--- config.mk ---
export PLATFORM = sky130hd
export DESIGN_NAME = arcade_input_cond
export DESIGN_NICKNAME = d
export VERILOG_FILES = /design/src/rtl/arcade_input_pkg.sv /design/src/rtl/input_debounce.sv /design/src/rtl/arcade_input_cond.sv
export SDC_FILE = /design/constraint.sdc
export NUM_CORES = 1
export LEC_CHECK = 0
export CAP_MARGIN = 10
export CORE_MARGIN = 2
export CORE_UTILIZATION = 50
export CTS_CLUSTER_DIAMETER = 150
export CTS_CLUSTER_SIZE = 14
export DETAILED_ROUTE_END_ITERATION = 7
export PLACE_DENSITY = 0.67
export SKIP_LAST_GASP = 1
export SLEW_MARGIN = 10
export SYNTH_ARGS = -nofsm -noshare
export SYNTH_HDL_FRONTEND = slang
export SYNTH_HIERARCHICAL = 1
export SYNTH_SLANG_ARGS = --single-unit
--- constraint.sdc ---
create_clock -name clk -period 2.89 [get_ports clk]
set_clock_uncertainty 0.2 [all_clocks]
set_input_delay 0.578 -clock clk [delete_from_list [all_inputs] [get_ports clk]]
set_output_delay 0.578 -clock clk [all_outputs]
set_load 0.01 [all_outputs]
--- src/rtl/arcade_input_pkg.sv ---
// Shared definitions for the arcade player-control conditioner:
// joystick bit positions and coin FSM states.
package arcade_input_pkg;

  localparam int JOY_R       = 0;
  localparam int JOY_L       = 1;
  localparam int JOY_D       = 2;
  localparam int JOY_U       = 3;
  localparam int JOY_FIRE    = 4;
  localparam int JOY_BARRIER = 5;
  localparam int JOY_START1  = 6;
  localparam int JOY_START2  = 7;
  localparam int JOY_COIN    = 8;
  localparam int JOY_USED    = 9;

  typedef enum logic [1:0] {
    IDLE     = 2'd0,
    PULSE    = 2'd1,
    GAP      = 2'd2,
    WAIT_REL = 2'd3
  } coin_state_t;

endpackage

--- src/rtl/input_debounce.sv ---
// One-bit input conditioner: two-flop synchroniser followed by a
// stable-count debouncer that commits only after DEB_CYCLES agreeing samples.
module input_debounce #(
  parameter int DEB_CYCLES = 11000,
  parameter int CNT_W      = 17
) (
  input  logic clk,
  input  logic reset,
  input  logic din,
  output logic dout
);

  localparam logic [CNT_W-1:0] CNT_ZERO = {CNT_W{1'b0}};
  localparam logic [CNT_W-1:0] CNT_ONE  = CNT_W'(1);
  localparam logic [CNT_W-1:0] CNT_LAST = CNT_W'(DEB_CYCLES - 1);

  logic             meta_r;
  logic             sync_r;
  logic [CNT_W-1:0] cnt_r;

  // Two-flop synchroniser into the clk domain.
  always_ff @(posedge clk or posedge reset) begin
    if (reset) begin
      meta_r <= 1'b0;
      sync_r <= 1'b0;
    end else begin
      meta_r <= din;
      sync_r <= meta_r;
    end
  end

  // Any sample that agrees with the held value restarts the count.
  always_ff @(posedge clk or posedge reset) begin
    if (reset) begin
      dout  <= 1'b0;
      cnt_r <= CNT_ZERO;
    end else if (sync_r == dout) begin
      cnt_r <= CNT_ZERO;
    end else if (cnt_r == CNT_LAST) begin
      dout  <= sync_r;
      cnt_r <= CNT_ZERO;
    end else begin
      cnt_r <= cnt_r + CNT_ONE;
    end
  end

endmodule

--- src/rtl/arcade_input_cond.sv ---
// Conditions the merged player-control word for the Phoenix/Pleiads core:
// debounce, left/right conflict cancel, one shaped coin pulse per insertion.
module arcade_input_cond
  import arcade_input_pkg::*;
#(
  parameter int DEB_CYCLES = 11000,
  parameter int COIN_PULSE = 110000,
  parameter int COIN_GAP   = 110000,
  parameter int CNT_W      = 17
) (
  input  logic        clk,
  input  logic        reset,
  input  logic [15:0] joy_in,
  output logic        btn_right,
  output logic        btn_left,
  output logic        btn_fire,
  output logic        btn_barrier,
  output logic [1:0]  btn_player_start,
  output logic        btn_coin,
  output logic [7:0]  coin_count
);

  localparam logic [CNT_W-1:0] T_ZERO       = {CNT_W{1'b0}};
  localparam logic [CNT_W-1:0] T_ONE        = CNT_W'(1);
  localparam logic [CNT_W-1:0] T_PULSE_LAST = CNT_W'(COIN_PULSE - 1);
  localparam logic [CNT_W-1:0] T_GAP_LAST   = CNT_W'(COIN_GAP - 1);

  logic [JOY_USED-1:0] deb_s;
  coin_state_t         state_r, state_nxt_s;
  logic [CNT_W-1:0]    t_r, t_nxt_s;
  logic                coin_nxt_s;
  logic [7:0]          count_nxt_s;
  logic                unused_s;

  assign unused_s = ^{joy_in[15:9], deb_s[JOY_D], deb_s[JOY_U]};

  for (genvar i = 0; i < JOY_USED; i++) begin : g_deb
    input_debounce #(
      .DEB_CYCLES(DEB_CYCLES),
      .CNT_W     (CNT_W)
    ) u_deb (
      .clk  (clk),
      .reset(reset),
      .din  (joy_in[i]),
      .dout (deb_s[i])
    );
  end

  // Button output register; opposing directions cancel each other.
  always_ff @(posedge clk or posedge reset) begin
    if (reset) begin
      btn_right        <= 1'b0;
      btn_left         <= 1'b0;
      btn_fire         <= 1'b0;
      btn_barrier      <= 1'b0;
      btn_player_start <= 2'b00;
    end else begin
      btn_right        <= deb_s[JOY_R] & ~deb_s[JOY_L];
      btn_left         <= deb_s[JOY_L] & ~deb_s[JOY_R];
      btn_fire         <= deb_s[JOY_FIRE];
      btn_barrier      <= deb_s[JOY_BARRIER];
      btn_player_start <= {deb_s[JOY_START2], deb_s[JOY_START1]};
    end
  end

  // Coin FSM state, shared timer and registered coin outputs.
  always_ff @(posedge clk or posedge reset) begin
    if (reset) begin
      state_r    <= IDLE;
      t_r        <= T_ZERO;
      btn_coin   <= 1'b0;
      coin_count <= 8'd0;
    end else begin
      state_r    <= state_nxt_s;
      t_r        <= t_nxt_s;
      btn_coin   <= coin_nxt_s;
      coin_count <= count_nxt_s;
    end
  end

  // Coin sequencing: coin activity is ignored until a debounced release.
  always_comb begin
    state_nxt_s = state_r;
    t_nxt_s     = t_r;
    coin_nxt_s  = btn_coin;
    count_nxt_s = coin_count;
    case (state_r)
      IDLE: begin
        if (deb_s[JOY_COIN]) begin
          state_nxt_s = PULSE;
          coin_nxt_s  = 1'b1;
          t_nxt_s     = T_ZERO;
          count_nxt_s = coin_count + 8'd1;
        end else begin
          state_nxt_s = IDLE;
        end
      end
      PULSE: begin
        if (t_r == T_PULSE_LAST) begin
          state_nxt_s = GAP;
          coin_nxt_s  = 1'b0;
          t_nxt_s     = T_ZERO;
        end else begin
          t_nxt_s = t_r + T_ONE;
        end
      end
      GAP: begin
        if (t_r == T_GAP_LAST) begin
          state_nxt_s = WAIT_REL;
          t_nxt_s     = T_ZERO;
        end else begin
          t_nxt_s = t_r + T_ONE;
        end
      end
      WAIT_REL: begin
        if (!deb_s[JOY_COIN]) begin
          state_nxt_s = IDLE;
        end else begin
          state_nxt_s = WAIT_REL;
        end
      end
      default: begin
        state_nxt_s = IDLE;
        t_nxt_s     = T_ZERO;
        coin_nxt_s  = 1'b0;
      end
    endcase
  end

endmodule

==> results.py, run 1 <==
metrics = {
    "outcome": {
        "status": "finished, final reports clean",
    },
    "power_and_ir_drop": {
        "p_per_area_nw_per_um2": 520,
        "total_leakage_power_nw": 4.03,
        "total_power_mw": 5.03,
        "vdd_drop_max_mv": 0.414,
    },
    "logic_synthesis": {
        "mappedNetlistArea_um2": 8590,
        "synth-seq-area-share_pct": 50.7,
        "synth_enable_flop_cells": 0,
        "synth.ff_latch_count": 174,
        "netlist.area_leader.share_pct": 50.7,
        "postSynthNetCount": 830,
        "synth_ff_type": "sky130_fd_sc_hd__dfrtp_1",
        "synthCells": 799,
        "synth.top_cells.by_area": "sky130_fd_sc_hd__dfrtp_1 51%, sky130_fd_sc_hd__xnor2_1 6.7%, sky130_fd_sc_hd__xor2_1 5.6%",
        "syn_area_per_cell_um2": 10.7,
        "yosys_warnings": 6,
        "synthDominantAreaCellType": "sky130_fd_sc_hd__dfrtp_1",
        "synth.lib_cells_used.distinct": 50,
        "asyncSetResetFlopFracSynth_pct": 100,
    },
    "sta": {
        "timing.final.ws_setup_ps": 355,
        "drv_slew": 0,
        "setup_tns_ps": 0,
        "period_needed_ps": 2530,
        "hold_violations": 0,
        "setup_viol": 0,
        "timing.max_slew.rel_slack_pct": 55.3,
        "layout_worst_path_cycle_share_pct": 87.7,
        "worst_pin_slew_ps": 652,
        "unrepaired_setup_endpoints_after_global_routing": "no",
        "max_freq_ghz": 0.395,
    },
    "final_layout": {
        "multi_input_comb_area_um2": 4060,
        "n_antenna_cell": 0,
        "post_layout_nonfiller_instances": 1065,
        "register_area_um2": 4350,
        "drive_gt1_share_pct": 11.4,
        "nFillCells": 1396,
        "final_cell_mix": "174 x sky130_fd_sc_hd__dfrtp_1, 116 x sky130_fd_sc_hd__nor2_1, 66 x sky130_fd_sc_hd__xnor2_1",
        "nets": 863,
        "syn2layout_area_growth_pct": 12.7,
        "final_common_cell": "sky130_fd_sc_hd__dfrtp_1",
        "post-route-util_pct": 57.9,
    },
    "cts": {
        "clock_transition_at_the_registers_of_the_reported_paths_ps": 60,
        "tritoncts_num_sinks": 174,
        "cts_buffers": 17,
        "cts_repair_resize_count": 0,
        "hold_buffer_count_at_cts": 0,
        "cts_tree": "built",
        "root_buffer": "sky130_fd_sc_hd__clkbuf_16",
        "clk_path_buf_depth": 2,
        "clk-insertion-delay-late_ps": 420,
        "htreeDepth": 4,
        "cts_post_setup_buffers_inserted": 0,
    },
    "setup_path": {
        "timing.critical_path.from_type": "register",
        "setup.worst_path.end_class": "register",
        "worst_ep_required_time_ps": 3020,
        "biggest_fanout_along_the_worst_timing_path": 16,
        "critical_path_arrival_ps": 2670,
        "critPathKind": "register to register",
    },
    "drt": {
        "drt_pass1_iterations": 5,
        "vias": 5999,
        "post_route_ant_nets": 0,
        "detail_route.vias_per_cell": 5.63,
        "drc": 0,
        "routed_length_per_instance_um": 15.0,
        "wirelength_mm": 15.9,
        "drt_iter0_markers": 425,
    },
    "placement": {
        "dpl.hpwl_mm": 10.8,
        "io_buffers": 23,
        "post-place-ws_ps": 342,
        "globalplace.congestion": 0.837,
        "place_inst": 1033,
    },
    "grt": {
        "via_count_of_the_first_global_routing_pass": 5880,
        "maximum_number_of_pins_on_one_net_before_global_route_repair": 33,
        "grt_overflow": 0,
        "antenna_found_initial": 0,
        "wire_length_of_the_first_global_routing_pass_mm": 28.1,
        "grt.total_usage_pct": 18.9,
    },
    "flow_run": {
        "max_cap_violations": 0,
    },
    "floorplanning": {
        "effective_utilization_at_floorplan_pct": 51.4,
        "floorplan.die.width_um": 135,
        "die_y_um": 135,
        "fp.coreArea_um2": 16700,
        "floorplan.io_pins": 33,
        "core.rowCount": 47,
        "floorplan.die_area_um2": 18200,
    },
    "worst_hold_path": {
        "timing.hold.worst.class": "register to register",
    },
}
## critical path: stages, from the launching register on
cell                      delay [ps]
sky130_fd_sc_hd__dfrtp_1         420
sky130_fd_sc_hd__inv_1           120
sky130_fd_sc_hd__ha_1            340
sky130_fd_sc_hd__mux2_2          480
sky130_fd_sc_hd__nand2_1         190
sky130_fd_sc_hd__or4_1           530
sky130_fd_sc_hd__a22oi_1         160
## layer usage
layer / track usage, % / vias up / wire [um]
met3: 3.60 / 26 / 389
met2: 31.3 / 87 / 7720
li1: - / 2928 / -
met1: 24.8 / 2958 / 7500
met5: 0 / - / 0
met4: 6.89 / 0 / 315
## synthesized netlist by cell type (all sizes together) (2+ instances only)
| cell | n |
|---|---|
| dfrtp | 174 |
| nor2 | 116 |
| nand4 | 66 |
| xnor2 | 66 |
| nand2 | 59 |
| xor2 | 55 |
| nand3 | 39 |
| nor4b | 29 |
| nor3 | 18 |
| a21oi | 17 |
| nor4 | 17 |
| and4 | 16 |
| buf | 16 |
| ha | 13 |
| inv | 13 |
| o21ai | 13 |
| mux2 | 10 |
| or3 | 9 |
| and3 | 8 |
| and2 | 7 |
| and4b | 7 |
| o31ai | 5 |
| a22oi | 4 |
| clkbuf | 4 |
| nor2b | 3 |
| or4 | 3 |
| a41oi | 2 |
## registers in the layout, indices dropped and copies added (netlist names)
name                cells
g_deb.u_deb/cnt_r     119
t_r                    17
coin_count              8
g_deb.u_deb/dout        7
g_deb.u_deb/meta_r      7
g_deb.u_deb/sync_r      7
btn_player_start        2
state_r                 2
btn_barrier             1
btn_coin                1
btn_fire                1
btn_left                1
btn_right               1
## cells by family (layout without fill, tap and decap cells)
family	Yosys count	in the layout	share of synthesized area [%]
buffers and inverters	33	79	2.07
AOI/OAI and AO/OA	46	46	4.36
DFF	174	174	50.7
xor gates and xnor gates	121	121	12.3
adders and majority gates	13	13	1.89
and+or+nand+nor	401	401	27.2
muxes	11	11	1.47
## cell type report
| class | count | share of cell area, % |
|---|---|---|
| tap | 220 | 2.84 |
| timing repair buffer | 34 | 3.23 |
| clock buffer | 23 | 5.15 |
| clock inverter | 9 | 1.36 |
| multi-input combinational | 592 | 41.9 |
| sequential | 174 | 45.0 |
| inverter | 13 | 0.504 |
## metrics by stage
stage	hold WS, ps	cell area (um2)
floorplan	131	8590
global placement	132	9050
detailed placement	136	9050
CTS	148	9680
global route	153	9680
finish	150	9680
## final timing paths
path,start,end,slack (ps),cells past startpoint
max,state_r[0],t_r[15],360,6
min,g_deb[1].u_deb/meta_r,g_deb[1].u_deb/sync_r,150,0
max reg2reg,state_r[0],t_r[15],360,6
min reg2reg,g_deb[1].u_deb/meta_r,g_deb[1].u_deb/sync_r,150,0
max in group asynchronous,reset,coin_count[4],1300,3
min in group asynchronous,reset,g_deb[5].u_deb/meta_r,460,2
## where the power goes
part           internal, mW  switching (mW)
clock                  1.47           0.912
combinational        0.0431          0.0976
sequential             2.47          0.0366
total                  3.99            1.05
No activity file was read; power rests on OpenSTA's default activity.
==> run 2, diff against run 1 <==
Settings changed: MAX_ROUTING_LAYER set to met4.
==> results.py, run 2 (synthesis gave the netlist of run 1 again) <==
metrics = {
    "outcome": {
        "status": "finished, final reports clean",
    },
    "power_and_ir_drop": {
        "vdd_drop_max_mv": 0.413,
        "power.share.combinational_pct": 2.8,
        "total_leakage_power_nw": 4.03,
        "switchingPower_mw": 1.04,
        "p_per_area_nw_per_um2": 520,
        "cell_internal_pwr_mw": 3.99,
        "power.share.switching_pct": 20.7,
        "power.share.clock_pct": 47.4,
        "share_seq_of_total_power_pct": 49.8,
    },
    "sta": {
        "hold_violations": 0,
        "max_freq_ghz": 0.395,
        "setup_viol": 0,
        "timing.max_slew.rel_slack_pct": 56.0,
        "worst_pin_slew_ps": 641,
        "unrepaired_setup_endpoints_after_global_routing": "no",
        "layout_worst_path_cycle_share_pct": 87.6,
        "drv_slew": 0,
        "period_needed_ps": 2530,
        "final.hold.worst_slack_ps": 150,
        "setup_tns_ps": 0,
    },
    "setup_path": {
        "critical_path.cell_chain": "inv_1 -> ha_1 -> mux2_2 -> nand2_1 -> or4_1 -> a22oi_1",
        "timing.rr.start": "state_r[0]",
        "setup.worst_path.end_class": "register",
        "slowest_delay_ps": 530,
        "worst_ep_required_time_ps": 3020,
        "timing.critical_path.from_type": "register",
        "critical-path-slowest-cell": "sky130_fd_sc_hd__or4_1",
        "critical_path_arrival_ps": 2660,
        "critPathKind": "register to register",
        "biggest_fanout_along_the_worst_timing_path": 16,
        "crit_path_launch": "state_r[0]",
    },
    "final_layout": {
        "nets": 863,
        "syn2layout_area_growth_pct": 12.7,
        "final_cell_mix": "174 x sky130_fd_sc_hd__dfrtp_1, 116 x sky130_fd_sc_hd__nor2_1, 66 x sky130_fd_sc_hd__xnor2_1",
        "nFillCells": 1396,
        "drive_gt1_share_pct": 11.4,
        "largest_register_ffs": 119,
        "registers.top_by_ff_count": "g_deb.u_deb/cnt_r",
        "final_common_cell": "sky130_fd_sc_hd__dfrtp_1",
        "top_regs": "g_deb.u_deb/cnt_r x119, t_r x17, coin_count x8",
        "n_antenna_cell": 0,
        "multi_input_comb_area_um2": 4060,
        "register_area_um2": 4350,
    },
    "placement": {
        "globalplace.congestion": 0.850,
        "io_buffers": 23,
        "dpl.hpwl_mm": 10.8,
    },
    "drt": {
        "routed_length_per_instance_um": 15.0,
        "drt_pass1_iterations": 4,
        "drc": 0,
        "wirelength_mm": 16.0,
        "vias": 5978,
        "detail_route.vias_per_cell": 5.61,
        "drt_iter0_markers": 422,
        "routedLengthMet1_mm": 7.60,
        "met3_wirelength_um": 326,
        "detailroute.wirelength.met2_mm": 7.76,
        "highest-signal-layer": "met4",
        "post_route_ant_nets": 0,
    },
    "floorplanning": {
        "fp.coreArea_um2": 16700,
        "floorplan.die.width_um": 135,
        "floorplan.io_pins": 33,
        "floorplan.die_area_um2": 18200,
        "die_y_um": 135,
        "effective_utilization_at_floorplan_pct": 51.4,
        "core.rowCount": 47,
    },
    "cts": {
        "cts_post_setup_buffers_inserted": 0,
        "root_buffer": "sky130_fd_sc_hd__clkbuf_16",
        "clk_path_buf_depth": 2,
        "clk-insertion-delay-late_ps": 420,
        "htreeDepth": 4,
        "cts_repair_resize_count": 0,
        "tritoncts_num_sinks": 174,
        "cts_buffers": 17,
        "clock_transition_at_the_registers_of_the_reported_paths_ps": 60,
        "hold_buffer_count_at_cts": 0,
        "cts_tree": "built",
    },
    "grt": {
        "antenna_found_initial": 0,
        "wire_length_of_the_first_global_routing_pass_mm": 28.1,
        "via_count_of_the_first_global_routing_pass": 5884,
        "grt.total_usage_pct": 19.4,
        "grt_overflow": 0,
        "maximum_number_of_pins_on_one_net_before_global_route_repair": 33,
    },
    "worst_hold_path": {
        "timing.hold.worst.class": "register to register",
        "worstHoldStart": "g_deb[1].u_deb/meta_r",
    },
    "flow_run": {
        "max_cap_violations": 0,
    },
}
==> run 2: cell type report <==
class / count / area share [%]
Sequential cell: 174 / 45.0
Multi-Input combinational cell: 592 / 41.9
Clock buffer: 23 / 5.15
Timing Repair Buffer: 34 / 3.23
Tap cell: 220 / 2.84
Clock inverter: 9 / 1.36
Inverter: 13 / 0.504
==> run 2: worst paths after layout <==
kind                            slack [ps]                    end  depth (start not counted)
max in group asynchronous             1300          coin_count[4]                          3
worst min register to register         150  g_deb[1].u_deb/sync_r                          0
worst min-delay path                   150  g_deb[1].u_deb/sync_r                          0
min in group asynchronous              460  g_deb[5].u_deb/meta_r                          2
worst max register to register         360                t_r[15]                          6
worst max-delay path                   360                t_r[15]                          6
==> run 2: layer usage <==
metal | vias to the layer above | track usage (%)
met1 | 2962 | 24.6
met5 | - | -
met3 | 24 | 3.49
li1 | 2926 | -
met4 | 0 | 6.89
met2 | 66 | 31.5
==> run 2: power groups by stage <==
stage	registers, mW	logic (mW)	clock network, mW
6_report	2.51	0.141	2.38
5_1_grt	2.51	0.166	2.54
4_1_cts	2.51	0.146	2.44
3_5_place_dp	2.55	0.145	0
3_3_place_gp	2.55	0.141	0
2_1_floorplan	2.54	0.0998	0
==> run 2: worst max-delay path, delay by kind of cell, from the launching register on <==
kind | cells | cell delay (ps)
and+or+nand+nor | 2 | 720
muxes | 1 | 480
DFF | 1 | 420
adders and majority gates | 1 | 340
AOI/OAI and AO/OA | 1 | 160
buffers and inverters | 1 | 120
==> run 2: stage by stage <==
stage / power [mW] / util, % / instances / instance area [um2] / setup WS, ps
2_1_floorplan: 2.64 / - / 799 / 8590 / 602
6_report: 5.03 / 57.9 / 1065 / 9680 / 358
3_5_place_dp: 2.70 / 54.2 / 1033 / 9050 / 342
4_1_cts: 5.10 / 57.9 / 1065 / 9680 / 345
5_1_grt: 5.22 / 57.9 / 1065 / 9680 / 195
3_3_place_gp: 2.69 / 54.2 / 1033 / 9050 / 449
==> run 3, diff against run 2 <==
Settings changed: CORE_MARGIN 2 to not set.
==> results.py, run 3 (synthesis gave the netlist of run 1 again) <==
metrics = {
    "drt": {
        "post_route_ant_nets": 0,
        "drc": 0,
        "drt_pass1_iterations": 4,
        "vias": 5951,
        "drt_iter0_markers": 347,
        "routed_length_per_instance_um": 14.4,
        "wirelength_mm": 15.4,
        "detail_route.vias_per_cell": 5.59,
    },
    "sta": {
        "setup_viol": 0,
        "timing.max_slew.rel_slack_pct": 51.1,
        "drv_slew": 0,
        "max_freq_ghz": 0.406,
        "final.hold.worst_slack_ps": 149,
        "setup_tns_ps": 0,
        "timing.final.ws_setup_ps": 429,
        "worst_pin_slew_ps": 714,
        "unrepaired_setup_endpoints_after_global_routing": "no",
        "hold_violations": 0,
        "layout_worst_path_cycle_share_pct": 85.2,
        "period_needed_ps": 2460,
    },
    "grt": {
        "maximum_number_of_pins_on_one_net_before_global_route_repair": 33,
        "grt_overflow": 0,
        "via_count_of_the_first_global_routing_pass": 5957,
        "wire_length_of_the_first_global_routing_pass_mm": 27.4,
        "antenna_found_initial": 0,
        "grt.total_usage_pct": 19.7,
    },
    "final_layout": {
        "registers.top_by_ff_count": "g_deb.u_deb/cnt_r",
        "top_regs": "g_deb.u_deb/cnt_r x119, t_r x17, coin_count x8",
        "drive_gt1_share_pct": 11.5,
        "final_common_cell": "sky130_fd_sc_hd__dfrtp_1",
        "nFillCells": 1430,
        "final_design_area_no_fill_um2": 9610,
        "largest_register_ffs": 119,
        "nets": 863,
        "final_cell_mix": "174 x sky130_fd_sc_hd__dfrtp_1, 116 x sky130_fd_sc_hd__nor2_1, 66 x sky130_fd_sc_hd__xnor2_1",
        "n_antenna_cell": 0,
        "syn2layout_area_growth_pct": 12.0,
    },
    "floorplanning": {
        "floorplan.die.width_um": 133,
        "fp.coreArea_um2": 16700,
        "floorplan.die_area_um2": 17700,
        "die_y_um": 133,
        "core.rowCount": 47,
        "effective_utilization_at_floorplan_pct": 51.4,
        "floorplan.io_pins": 33,
    },
    "power_and_ir_drop": {
        "total_power_mw": 4.77,
        "total_leakage_power_nw": 4.00,
        "p_per_area_nw_per_um2": 496,
        "vdd_drop_max_mv": 0.406,
    },
    "cts": {
        "htreeDepth": 4,
        "hold_buffer_count_at_cts": 0,
        "clk-insertion-delay-late_ps": 420,
        "cts_post_setup_buffers_inserted": 0,
        "clock_transition_at_the_registers_of_the_reported_paths_ps": 70,
        "tritoncts_num_sinks": 174,
        "clk_path_buf_depth": 2,
        "root_buffer": "sky130_fd_sc_hd__clkbuf_16",
        "cts_repair_resize_count": 0,
        "cts_tree": "built",
        "cts_buffers": 17,
    },
    "setup_path": {
        "timing.critical_path.from_type": "register",
        "worst_ep_required_time_ps": 3030,
        "crit_path_buffers_inverters": 1,
        "critPathKind": "register to register",
        "slowest_delay_ps": 520,
        "timing.rr.start": "state_r[0]",
        "critical-path-slowest-cell": "sky130_fd_sc_hd__or4_1",
        "critical_path.cell_chain": "inv_1 -> ha_1 -> mux2_2 -> nand2_1 -> or4_1 -> a22oi_1",
        "setup.worst_path.end_class": "register",
        "crit_path_launch": "state_r[0]",
        "worst_path_dominant_cell_family": "simple AND/OR/NAND/NOR gates",
        "critical_path_arrival_ps": 2600,
        "biggest_fanout_along_the_worst_timing_path": 12,
    },
    "worst_hold_path": {
        "timing.hold.worst.class": "register to register",
        "worstHoldStart": "g_deb[6].u_deb/meta_r",
    },
    "outcome": {
        "status": "finished, final reports clean",
    },
    "placement": {
        "post-place-ws_ps": 438,
        "place_area_um2": 9060,
        "globalplace.congestion": 0.827,
        "io_buffers": 23,
        "dpl.hpwl_mm": 10.6,
    },
    "flow_run": {
        "max_cap_violations": 0,
    },
}
run 3: cell count changes in the layout (fill, tap and decap cells not counted), moves of 2 or more:
cell	previous run	this run
sky130_fd_sc_hd__inv_6	0	5
sky130_fd_sc_hd__inv_8	0	2
sky130_fd_sc_hd__clkbuf_8	5	0
sky130_fd_sc_hd__clkinv_4	1	5
sky130_fd_sc_hd__bufinv_16	3	0
run 3: layout make-up:
class	count	area, um2	area share, %
clock buffer	17	425	4.42
multi-input combinational	592	4060	42.2
sequential	174	4350	45.3
inverter	13	48.8	0.508
tap	220	275	2.86
timing repair buffer	34	325	3.38
clock inverter	15	130	1.35
run 3: worst paths after layout:
path | to | cells past startpoint | slack (ps)
max in group asynchronous | btn_fire | 3 | 1440
worst min register to register | g_deb[6].u_deb/sync_r | 0 | 150
worst max-delay path | t_r[15] | 6 | 430
min in group asynchronous | g_deb[7].u_deb/dout | 2 | 570
worst min-delay path | g_deb[6].u_deb/sync_r | 0 | 150
worst max register to register | t_r[15] | 6 | 430
run 3: routing by layer:
metal  global-route usage, %  routed length, um  vias to the layer above
li1                        -                  -                     2925
met1                    24.5               7070                     2926
met2                    31.4               7630                       79
met3                    3.83                347                       21
met4                    8.30                336                        0
met5                       -                  0                        -
run 3: metrics by stage:
stage | util (%) | instances
floorplan | - | 799
global placement | 54.2 | 1033
detailed placement | 54.2 | 1033
CTS | 57.6 | 1065
global route | 57.6 | 1065
finish | 57.6 | 1065
run 3: power by group:
group          switching, mW  leakage [nW]  internal [mW]
combinational         0.0998          1.35         0.0465
sequential            0.0377          2.38           2.47
clock                  0.992         0.269           1.13
total                   1.13          4.00           3.64
